File: src/rtl/uart_pkg.sv
// Shared types and constants for the UART receive path.
// UART_RX_PARITY_EN adds the PARITY state to the receiver FSM.
package uart_pkg;

    localparam int DATA_W_MIN     = 5;
    localparam int DATA_W_MAX     = 9;
    localparam int OVERSAMPLE_MIN = 8;
    localparam int OVERSAMPLE_MAX = 32;
    localparam int STOP_BITS_MIN  = 1;
    localparam int STOP_BITS_MAX  = 2;

    typedef enum logic [2:0] {
        IDLE,
        START,
        DATA,
`ifdef UART_RX_PARITY_EN
        PARITY,
`endif
        STOP,
        WAIT_IDLE
    } rx_state_t;

    // Parity bit the transmitter should have sent for a zero-extended data word.
    function automatic logic expectedParity(input logic [15:0] data, input logic odd);
        return (^data) ^ odd;
    endfunction

endpackage

File: src/rtl/uart_rx_fifo.sv
// Receive word FIFO with a registered head word; a word pushed into an empty
// FIFO reaches the head one clock later, and capacity is exactly DEPTH words.
module uart_rx_fifo #(
    parameter int DATA_W = 8,
    parameter int DEPTH  = 4
) (
    input  logic              clk,
    input  logic              rst_n,
    input  logic              push_i,
    input  logic [DATA_W-1:0] pushData_i,
    input  logic              pop_i,
    output logic              full_o,
    output logic [DATA_W-1:0] head_o,
    output logic              valid_o
);
    localparam int PW = $clog2(DEPTH);
    localparam int CW = PW + 1;

    logic [DATA_W-1:0] mem_q [DEPTH];
    logic [PW-1:0]     wrPtr_q, rdPtr_q;
    logic [CW-1:0]     count_q, count_d;
    logic [DATA_W-1:0] head_q;
    logic              valid_q;
    logic              pop, pushOk, load;

    // count_q tracks words still in the array; the head register holds one more.
    assign pop    = pop_i && valid_q;
    assign full_o = (count_q + CW'(valid_q)) == CW'(DEPTH);
    assign pushOk = push_i && (!full_o || pop);
    assign load   = (!valid_q || pop) && (count_q != '0);

    always_comb begin
        count_d = count_q;
        case ({pushOk, load})
            2'b10:   count_d = count_q + 1'b1;
            2'b01:   count_d = count_q - 1'b1;
            default: count_d = count_q;
        endcase
    end

    always_ff @(posedge clk) begin
        if (pushOk) begin
            mem_q[wrPtr_q] <= pushData_i;
        end
    end

    always_ff @(posedge clk or negedge rst_n) begin
        if (!rst_n) begin
            wrPtr_q <= '0;
            rdPtr_q <= '0;
            count_q <= '0;
            head_q  <= '0;
            valid_q <= 1'b0;
        end else begin
            count_q <= count_d;
            if (pushOk) begin
                wrPtr_q <= wrPtr_q + 1'b1;
            end
            if (load) begin
                head_q  <= mem_q[rdPtr_q];
                rdPtr_q <= rdPtr_q + 1'b1;
                valid_q <= 1'b1;
            end else if (pop) begin
                valid_q <= 1'b0;
            end
        end
    end

    assign head_o  = head_q;
    assign valid_o = valid_q;

endmodule

File: src/rtl/uart_rx_core.sv
// UART receiver: synchronises RXD, oversamples on RXC, checks framing and queues good words.
// Define UART_RX_PARITY_EN to build the optional parity bit check and PARITY_ERR.
module uart_rx_core
    import uart_pkg::*;
#(
    parameter int DATA_W     = 8,
    parameter int OVERSAMPLE = 16,
    parameter int STOP_BITS  = 1,
    parameter int FIFO_DEPTH = 4
) (
    input  logic              clk,
    input  logic              rst_n,
    input  logic              RXD,
    input  logic              RXC,
    input  logic              parity_en,
    input  logic              parity_odd,
    output logic [DATA_W-1:0] DQ,
    output logic              DQ_VALID,
    input  logic              DQ_READY,
    output logic              RX_END,
    output logic              FRAME_ERR,
    output logic              PARITY_ERR,
    output logic              OVERRUN
);
    localparam int TW = $clog2(OVERSAMPLE);
    localparam int BW = $clog2(DATA_W);
    localparam logic [TW-1:0] TICK_MID  = TW'(OVERSAMPLE / 2 - 1);
    localparam logic [TW-1:0] TICK_LAST = TW'(OVERSAMPLE - 1);
    localparam logic [BW-1:0] BIT_LAST  = BW'(DATA_W - 1);
    localparam logic [BW-1:0] STOP_LAST = BW'(STOP_BITS - 1);

    logic [1:0]        syncFf_q;
    logic              rxdS;
    rx_state_t         state_q, state_d;
    logic [TW-1:0]     tickCnt_q, tickCnt_d;
    logic [BW-1:0]     bitCnt_q, bitCnt_d;
    logic [DATA_W-1:0] shiftReg_q, shiftReg_d;
    logic              stopErr_q, stopErr_d;
    logic              rxEnd_q, rxEnd_d;
    logic              frameErr_q, frameErr_d;
    logic              overrun_q, overrun_d;
    logic              frameBad, frameGood, push, pop, fifoFull;
`ifdef UART_RX_PARITY_EN
    logic              parEn_q, parOdd_q;
    logic              parErr_q, parErr_d;
    logic              parErrPulse_q, parErrPulse_d;
`else
    logic              unusedParity;
    assign unusedParity = parity_en ^ parity_odd;
`endif

    assign rxdS = syncFf_q[1];
    assign pop  = DQ_VALID && DQ_READY;

    // Counters only move on RXC; a frame's verdict is decided on its last stop sample.
    always_comb begin
        state_d    = state_q;
        tickCnt_d  = tickCnt_q;
        bitCnt_d   = bitCnt_q;
        shiftReg_d = shiftReg_q;
        stopErr_d  = stopErr_q;
        rxEnd_d    = 1'b0;
        frameErr_d = 1'b0;
        overrun_d  = 1'b0;
        frameBad   = 1'b0;
        frameGood  = 1'b0;
        push       = 1'b0;
`ifdef UART_RX_PARITY_EN
        parErr_d      = parErr_q;
        parErrPulse_d = 1'b0;
`endif
        if (RXC) begin
            case (state_q)
                IDLE: begin
                    if (!rxdS) begin
                        state_d   = START;
                        tickCnt_d = '0;
                        bitCnt_d  = '0;
                        stopErr_d = 1'b0;
`ifdef UART_RX_PARITY_EN
                        parErr_d  = 1'b0;
`endif
                    end
                end
                START: begin
                    if (tickCnt_q == TICK_MID) begin
                        tickCnt_d = '0;
                        state_d   = rxdS ? IDLE : DATA;
                    end else begin
                        tickCnt_d = tickCnt_q + 1'b1;
                    end
                end
                DATA: begin
                    if (tickCnt_q == TICK_LAST) begin
                        tickCnt_d  = '0;
                        shiftReg_d = {rxdS, shiftReg_q[DATA_W-1:1]};
                        if (bitCnt_q == BIT_LAST) begin
                            bitCnt_d = '0;
                            state_d  = STOP;
`ifdef UART_RX_PARITY_EN
                            if (parEn_q) begin
                                state_d = PARITY;
                            end
`endif
                        end else begin
                            bitCnt_d = bitCnt_q + 1'b1;
                        end
                    end else begin
                        tickCnt_d = tickCnt_q + 1'b1;
                    end
                end
`ifdef UART_RX_PARITY_EN
                PARITY: begin
                    if (tickCnt_q == TICK_LAST) begin
                        tickCnt_d = '0;
                        parErr_d  = rxdS != expectedParity(16'(shiftReg_q), parOdd_q);
                        state_d   = STOP;
                    end else begin
                        tickCnt_d = tickCnt_q + 1'b1;
                    end
                end
`endif
                STOP: begin
                    if (tickCnt_q == TICK_LAST) begin
                        tickCnt_d = '0;
                        if (bitCnt_q == STOP_LAST) begin
                            bitCnt_d   = '0;
                            frameBad   = stopErr_q || !rxdS;
`ifdef UART_RX_PARITY_EN
                            frameGood     = !frameBad && !parErr_q;
                            parErrPulse_d = !frameBad && parErr_q;
`else
                            frameGood     = !frameBad;
`endif
                            rxEnd_d    = 1'b1;
                            frameErr_d = frameBad;
                            push       = frameGood && (!fifoFull || pop);
                            overrun_d  = frameGood && fifoFull && !pop;
                            state_d    = rxdS ? IDLE : WAIT_IDLE;
                        end else begin
                            bitCnt_d  = bitCnt_q + 1'b1;
                            stopErr_d = stopErr_q || !rxdS;
                        end
                    end else begin
                        tickCnt_d = tickCnt_q + 1'b1;
                    end
                end
                WAIT_IDLE: begin
                    if (rxdS) begin
                        state_d = IDLE;
                    end
                end
                default: state_d = IDLE;
            endcase
        end
    end

    always_ff @(posedge clk or negedge rst_n) begin
        if (!rst_n) begin
            syncFf_q   <= 2'b11;
            state_q    <= IDLE;
            tickCnt_q  <= '0;
            bitCnt_q   <= '0;
            shiftReg_q <= '0;
            stopErr_q  <= 1'b0;
            rxEnd_q    <= 1'b0;
            frameErr_q <= 1'b0;
            overrun_q  <= 1'b0;
        end else begin
            syncFf_q   <= {syncFf_q[0], RXD};
            state_q    <= state_d;
            tickCnt_q  <= tickCnt_d;
            bitCnt_q   <= bitCnt_d;
            shiftReg_q <= shiftReg_d;
            stopErr_q  <= stopErr_d;
            rxEnd_q    <= rxEnd_d;
            frameErr_q <= frameErr_d;
            overrun_q  <= overrun_d;
        end
    end

`ifdef UART_RX_PARITY_EN
    // Parity configuration is frozen for the whole frame once we leave IDLE.
    always_ff @(posedge clk or negedge rst_n) begin
        if (!rst_n) begin
            parEn_q       <= 1'b0;
            parOdd_q      <= 1'b0;
            parErr_q      <= 1'b0;
            parErrPulse_q <= 1'b0;
        end else begin
            if (state_q == IDLE) begin
                parEn_q  <= parity_en;
                parOdd_q <= parity_odd;
            end
            parErr_q      <= parErr_d;
            parErrPulse_q <= parErrPulse_d;
        end
    end

    assign PARITY_ERR = parErrPulse_q;
`else
    assign PARITY_ERR = 1'b0;
`endif

    assign RX_END    = rxEnd_q;
    assign FRAME_ERR = frameErr_q;
    assign OVERRUN   = overrun_q;

    uart_rx_fifo #(
        .DATA_W(DATA_W),
        .DEPTH (FIFO_DEPTH)
    ) u_fifo (
        .clk       (clk),
        .rst_n     (rst_n),
        .push_i    (push),
        .pushData_i(shiftReg_q),
        .pop_i     (DQ_READY),
        .full_o    (fifoFull),
        .head_o    (DQ),
        .valid_o   (DQ_VALID)
    );

endmodule
File: config.mk
export PLATFORM = sky130hd
export DESIGN_NAME = uart_rx_core
export DESIGN_NICKNAME = d
export VERILOG_FILES = /design/src/rtl/uart_pkg.sv /design/src/rtl/uart_rx_fifo.sv /design/src/rtl/uart_rx_core.sv
export SDC_FILE = /design/constraint.sdc
export NUM_CORES = 1
export LEC_CHECK = 0
export CELL_PAD_IN_SITES_DETAIL_PLACEMENT = 2
export CELL_PAD_IN_SITES_GLOBAL_PLACEMENT = 2
export CORE_ASPECT_RATIO = 2
export CORE_UTILIZATION = 38
export CTS_CLUSTER_SIZE = 40
export DETAILED_ROUTE_END_ITERATION = 8
export GPL_ROUTABILITY_DRIVEN = 0
export PLACE_DENSITY = 0.76
export SYNTH_ARGS = -nofsm -noshare
export SYNTH_HDL_FRONTEND = slang
export SYNTH_SLANG_ARGS = --single-unit
File: constraint.sdc
create_clock -name clk -period 2.19 [get_ports clk]
set_input_delay 0.219 -clock clk [delete_from_list [all_inputs] [get_ports clk]]
set_output_delay 0.219 -clock clk [all_outputs]
set_load 0.01 [all_outputs]
Word-level counts from Yosys, hierarchy flattened. Memory sizes are Yosys's and may differ from the RTL's. A register that Yosys moved wholly into a read port is not among the register bits. Cells that the tools add are included.

Register bits: 32. Bits in latches: 0. RAM bits: 32. Memory bits (read-only): 0. Word-level logic and storage cells: 113. Memories: 1.

$add $sub $neg: 7. Multipliers: 0. Div/mod/pow operators: 0. Magnitude comparators: 0. Eq/ne operators: 18. Shift operators: 0. Mux-type cells: 45. Bitwise logic cells: 0. Reductions and logical operators: 29.

Memory list: u_fifo.mem_q (words 4, width 8, read ports 1, clocked after Yosys merged registers in 1, wr ports 1, line uart_rx_fifo.sv:19) `logic [DATA_W-1:0] mem_q [DEPTH];`.

Operator list (number): 3-bit 2-to-1 mux (13); 1-bit 2-to-1 mux (23); 2-bit != test (second input constant) (8); 3-bit case mux with 5 select lines (1); 4-bit 2-to-1 mux (3); 4-bit case mux with 3 select lines (1); 5-bit AND reduction (2); 3-bit equality test (second input constant) (3); 3-bit case mux with 3 select lines (1); 3-bit nonzero test (3); 8-bit AND reduction (1); 3-bit by 1-bit adder with 3-bit output (second input constant) (2); 3-bit by 2-bit equality test with 1-bit output (second input constant) (2); 1-bit logical AND (6); 1-bit zero test (6); 3-bit zero test (2); 3-bit case mux with 2 select lines (1); 3-bit AND reduction (2); 2-bit nonzero test (3); 2-bit by 1-bit adder with 2-bit output (second input constant) (2); 4-bit by 1-bit adder with 4-bit output (second input constant) (1); 4-bit by 3-bit equality test with 1-bit output (second input constant) (1); 4-bit equality test (second input constant) (1); 3-bit by 1-bit adder with 3-bit output (1); other kinds (8) (10).

Depth between registers and ports, before layout.
Depth in word-level cells: 12. Gate-level depth with buffers: 11.

By module. Synthesis repeated with hierarchy kept, for this count alone.

Cell total of the unflattened synthesis: 216. Area, all modules: 3223.1 um^2.

By module, submodules not included: uart_rx_fifo (times used 1, cells each 103, area an instance 1980.6 um^2, sequential area each 1361.3 um^2); uart_rx_core (times used 1, cells each 113, area an instance 1242.4 um^2, sequential area each 603.1 um^2).

Worst setup path before layout. No wires, ideal clock.

Path kind: reg-to-reg. Start: register u_fifo.valid_q, in the netlist u_fifo.valid_o. End: register u_fifo.count_q[2]. Library setup time: 0.079 ns. Arrival: 2.263 ns. Data required time: 2.111 ns. Path slack: -0.152 ns. Stages on the path, launching flop included: 12. Path buffers: 0. Cells stage by stage: dfrtp_1 > ha_1 > ha_1 > nor2_1 > o211ai_1 > nand4_1 > ha_1 > inv_1 > fa_1 > xor2_1 > nor2_1 > xor2_1.

Longest elaborated chain between the ends: 12. Elaborated cells on any way between the ends: 18. Those cells by class: 1 x add/sub; 3 x eq/ne; 5 x mux; 9 x reduce/logical.

RTL lines: from (decl) (line uart_rx_fifo.sv:23) `logic valid_q;`; from (signal assigned) (line uart_rx_fifo.sv:53) `valid_q <= 1'b0;`; from (signal assigned) (line uart_rx_fifo.sv:62) `valid_q <= 1'b1;`; from (signal assigned) (line uart_rx_fifo.sv:64) `valid_q <= 1'b0;`; 3-bit by 1-bit adder with 3-bit output (line uart_rx_fifo.sv:28) `assign full_o = (count_q + CW'(valid_q)) == CW'(DEPTH);`; 3-bit equality test (line uart_rx_fifo.sv:28); 1-bit zero test (line uart_rx_fifo.sv:29, uart_rx_core.sv:137); 1-bit logical OR (line uart_rx_fifo.sv:29, uart_rx_core.sv:137); 1-bit logical AND (line uart_rx_core.sv:137) `push = frameGood && (!fifoFull || pop);`; 1-bit 2-to-1 mux (line uart_rx_core.sv:126) `if (bitCnt_q == STOP_LAST) begin`; 1-bit 2-to-1 mux (line uart_rx_core.sv:124) `if (tickCnt_q == TICK_LAST) begin`; 1-bit 2-to-1 mux (line uart_rx_core.sv:73) `case (state_q)`; 1-bit 2-to-1 mux (line uart_rx_core.sv:72) `if (RXC) begin`; 1-bit logical AND (line uart_rx_fifo.sv:29) `assign pushOk = push_i && (!full_o || pop);`; 2-bit by 1-bit equality test with 1-bit output / 2-bit equality test (equally long branches) (line uart_rx_fifo.sv:34) `case ({pushOk, load})`; 3-bit case mux with 2 select lines / 2-bit nonzero test (equally long branches); to (signal assigned) (line uart_rx_fifo.sv:55) `count_q <= count_d;`; to (decl) (line uart_rx_fifo.sv:21) `logic [CW-1:0] count_q, count_d;`.

Several ways; a longest one is shown, not always the timed one. A chain may end at the register's enable or synchronous reset.

Worst setup path after layout. Ends and elaborated chain as after synthesis.

==> metrics.md <==
| Metric | Value |
|---|---|
| Run status | `finished, violations left` |
| Violated checks | `negative setup slack` |
| Syn nets | `232` |
| TritonCTS Buffers | `9` |
| Top_reg_cell synth | `dfrtp_1` |
| CTS root buf | `clkbuf_16` |
| Switching Share | `30.0%` |
| Critical-path top delay cell | `dfrtp_1` |
| Dpl cell area | `0.00360 mm2` |
| Critical path peak fanout | `2` |
| Final Skew | `0.00675 ns` |
| Number of antenna violations at the first check in global routing | `0` |
| First-pass GRT wire length | `11300 um` |
| Hold crit path type | `in2async` |
| CP peak stage delay | `about 0.38 ns` |
| Vias in the first global route | `approximately 2.1k` |
| Clock share of power | `approximately 30%` |
| CP Capture Type | `register` |
| CP cell instances | `ha_2, ha_4, nor2_4, o211ai_1, nand4_1, ha_2, inv_2, fa_2, xor2_1, nor2_1, xor2_1` |
| Post-Syn Instances | `roughly 210` |
| Startpoint types | `register` |
| Post-Route WL | `between 7000 and 8000 um` |
| Final Max Slew Viols | `0` |
| Starting DRC count in detailed routing | `84` |
| Reg clk slew, reported paths | `0.06 ns` |
| Flop2flop setup slack | `-0.31 ns` |
| Num Clock Sinks | `between 70 and 80` |
| Max VDD drop | `0.609 mV` |
| Most common library cell in the layout ignoring fill and taps | `dfrtp_1` |
| DRC Markers | `0` |
| Die height | `~130 um` |
| Post-synth EDFFs | `32` |
| Number of H-tree levels | `3` |
| Routed wire length per instance | `20.1 um` |
| Syn_area_per_cell | `14.6 um2` |
| Final worst-path cycle share | `114%` |
| Reg area | `0.00196 mm2` |
| Vias per inst | `5.17` |
| Final hold viol count | `0` |
| Async SR Flop Fraction | `a little under three fifths` |
| DR top layer | `met4` |
| Setup violators final | `2` |
| Register area share after synthesis | `63.0%` |
| Sequential share of power | `39.1%` |
| Register bit total from synthesis | `72` |
| Cell count of the worst reg-to-reg path | `11` |
| Antenna Nets Post-Route | `0` |
| CP Depth | `11` |
| Synth area leader | `edfxtp_1` |
| Filler instances | `just under 800` |
| Met1 Routed Length | `about 2700 um` |
| Worst-Skew Late Latency | `0.33 ns` |
| Crit path capture | `u_fifo.count_q[2]` |
| Fmax | `400 MHz` |
| Unique masters post-synth | `45` |
| Total track usage | `19.0%` |
| Max Buffers Root-to-Sink | `2` |
| Post-layout net count | `281` |
| Bufs and invs on worst path | `1` |
| Core area | `between 0.007 and 0.008 mm2` |
| Multi-input logic area | `0.00114 mm2` |
| RSZ-0062 raised after global routing | `true` |
| Final Cell Area | `approximately 0.004 mm2` |
| WS Path Type | `reg2reg` |
| FF-to-FF End | `u_fifo.count_q[2]` |
| Synthesis Warnings | `0` |
| Starting density of the core | `39.3%` |
| Share of the synthesized area in the top cell type | `30.8%` |
| Data required, critical path | `~2.4 ns` |
| Critical Path Source | `u_fifo.valid_o` |
| Design Power | `0.00489 W` |
| Crit path arrival time | `2.75 ns` |
| Most frequent cells in the layout | `dfrtp_1, edfxtp_1, buf_4, mux2_2, clkdlybuf4s50_1` |
| Post-Syn Area | `0.00312 mm2` |
| PnR worst setup slack | `-0.308 ns` |
| Post-DP HPWL | `roughly 5000 um` |
| # rows | `46` |
| LEAKAGE | `1.63 nW` |
| DIE AREA | `0.00860 mm2` |
| PortBufs | `16` |
| Pwr/cell area | `~1200 mW/mm2` |
| Share of cells above drive strength 1 | `34.8%` |
| CTS tree | `done` |
| Vias | `1876` |
| Max cap viols | `0` |
| Crit path time final | `between 2 and 2.5 ns` |
| Psw | `0.00147 W` |
| I/O pins | `20` |
| Antenna Cells | `0` |
| WL met2 | `4340 um` |
| Area contributors post-synth | `edfxtp_1, dfrtp_1, mux2_2` |
| Area delta synth->final | `28.0%` |
| Die W | `approximately 66 um` |
| Reg-to-Reg Start | `u_fifo.valid_o` |
| Met3 wire length | `137 um` |
| First-pass iteration count of the detailed router | `4` |
| Grt total ovfl | `0` |
| Internal power | `0.00343 W` |
| Crit-path leading delay family | `adder cells` |
| Gate power share | `~31%` |
| Largest net degree at the start of global routing | `22` |
==> power by group through the flow <==
| stage | clock [W] | sequential (W) | combinational [W] |
|---|---|---|---|
| 6_report | 0.00145 | 0.00191 | 0.00153 |
| 5_1_grt | 0.00153 | 0.00195 | 0.00167 |
| 4_1_cts | 0.00149 | 0.00191 | 0.00140 |
| 3_5_place_dp | 0 | 0.00192 | 0.00131 |
| 3_3_place_gp | 0 | 0.00189 | 0.00122 |
| 2_1_floorplan | 0 | 0.00186 | 0.000800 |
==> registers in the layout, indices dropped and copies added, names as in the netlist, 2 cells and up <==
| register | count |
|---|---|
| bitCnt_q | 3 |
| shiftReg_q | 8 |
| state_q | 3 |
| syncFf_q | 2 |
| tickCnt_q | 4 |
| u_fifo.count_q | 3 |
| u_fifo.head_o | 8 |
| u_fifo.mem_q | 32 |
| u_fifo.rdPtr_q | 2 |
| u_fifo.wrPtr_q | 2 |
==> repair_timing <==
item                                    CTS  global route
resized for setup                        10             8
endpoints found under the setup margin   34            34
buffers inserted                          0             6
pin swaps                                 8            10
hold buffers                              1             0
endpoints found under the hold margin    38             0
==> through the flow <==
step	TNS [ns]	setup WS, ns	util (%)	hold WS, ns	std cells
detailed placement	-6.39	-0.250	45.4	0.0153	342
global route	-1.14	-0.453	50.3	0.219	363
CTS	-0.354	-0.275	49.7	0.197	359
finish	-0.427	-0.308	50.3	0.207	363
floorplan	-0.0698	-0.0698	-	-0.0766	213
global placement	-3.40	-0.115	45.4	0.0146	342
==> cells in the mapped netlist (4+ instances only) <==
master	count
a21oi_1	5
and2_1	5
buf_2	7
dfrtp_1	38
edfxtp_1	32
ha_1	11
inv_1	13
mux2_2	17
mux4_2	8
nand2_1	7
nand2b_1	4
nor2_1	9
o21ai_0	5
or3_1	4
xnor2_1	4
==> kinds of logic after synthesis <==
logic type,count (synthesis),synth area share [%]
DFF,72,63.0
and+or+nand+nor,47,8.62
muxes,28,12.9
AOI/OAI and AO/OA,23,5.17
buffers and inverters,23,3.17
adders and majority gates,12,5.05
xor gates and xnor gates,7,1.97
other,1,0.120
==> layer usage <==
layer / GRT usage (%) / vias to the layer above
li1: - / 873
met1: 18.7 / 970
met2: 35.4 / 22
met3: 5.51 / 11
met4: 8.51 / 0
met5: 0 / -
==> final cells by class <==
type | count | area share, %
timing repair buffer | 48 | 10.6
clock inverter | 6 | 1.47
clock buffer | 10 | 5.99
tap | 96 | 3.01
inverter | 13 | 1.22
multi-input combinational | 118 | 28.5
sequential | 72 | 49.2
==> worst register-to-register path, cell delays in order, from the launching register on <==
cell      delay, ns
dfrtp_1        0.38
ha_2           0.20
ha_4           0.22
nor2_4         0.10
o211ai_1       0.19
nand4_1        0.23
ha_2           0.23
inv_2          0.04
fa_2           0.34
xor2_1         0.15
nor2_1         0.17
xor2_1         0.16
==> worst min-delay path by stage <==
stage	start	end	slack [ns]	cells past startpoint
2_1_floorplan	rst_n	FRAME_ERR	-0.08	0
3_3_place_gp	rst_n	bitCnt_q[2]	0.01	1
3_5_place_dp	rst_n	bitCnt_q[2]	0.02	1
4_1_cts	rst_n	bitCnt_q[2]	0.20	2
5_1_grt	rst_n	bitCnt_q[2]	0.22	2
6_report	rst_n	bitCnt_q[2]	0.21	2
Power figures use the tool's default switching activity.
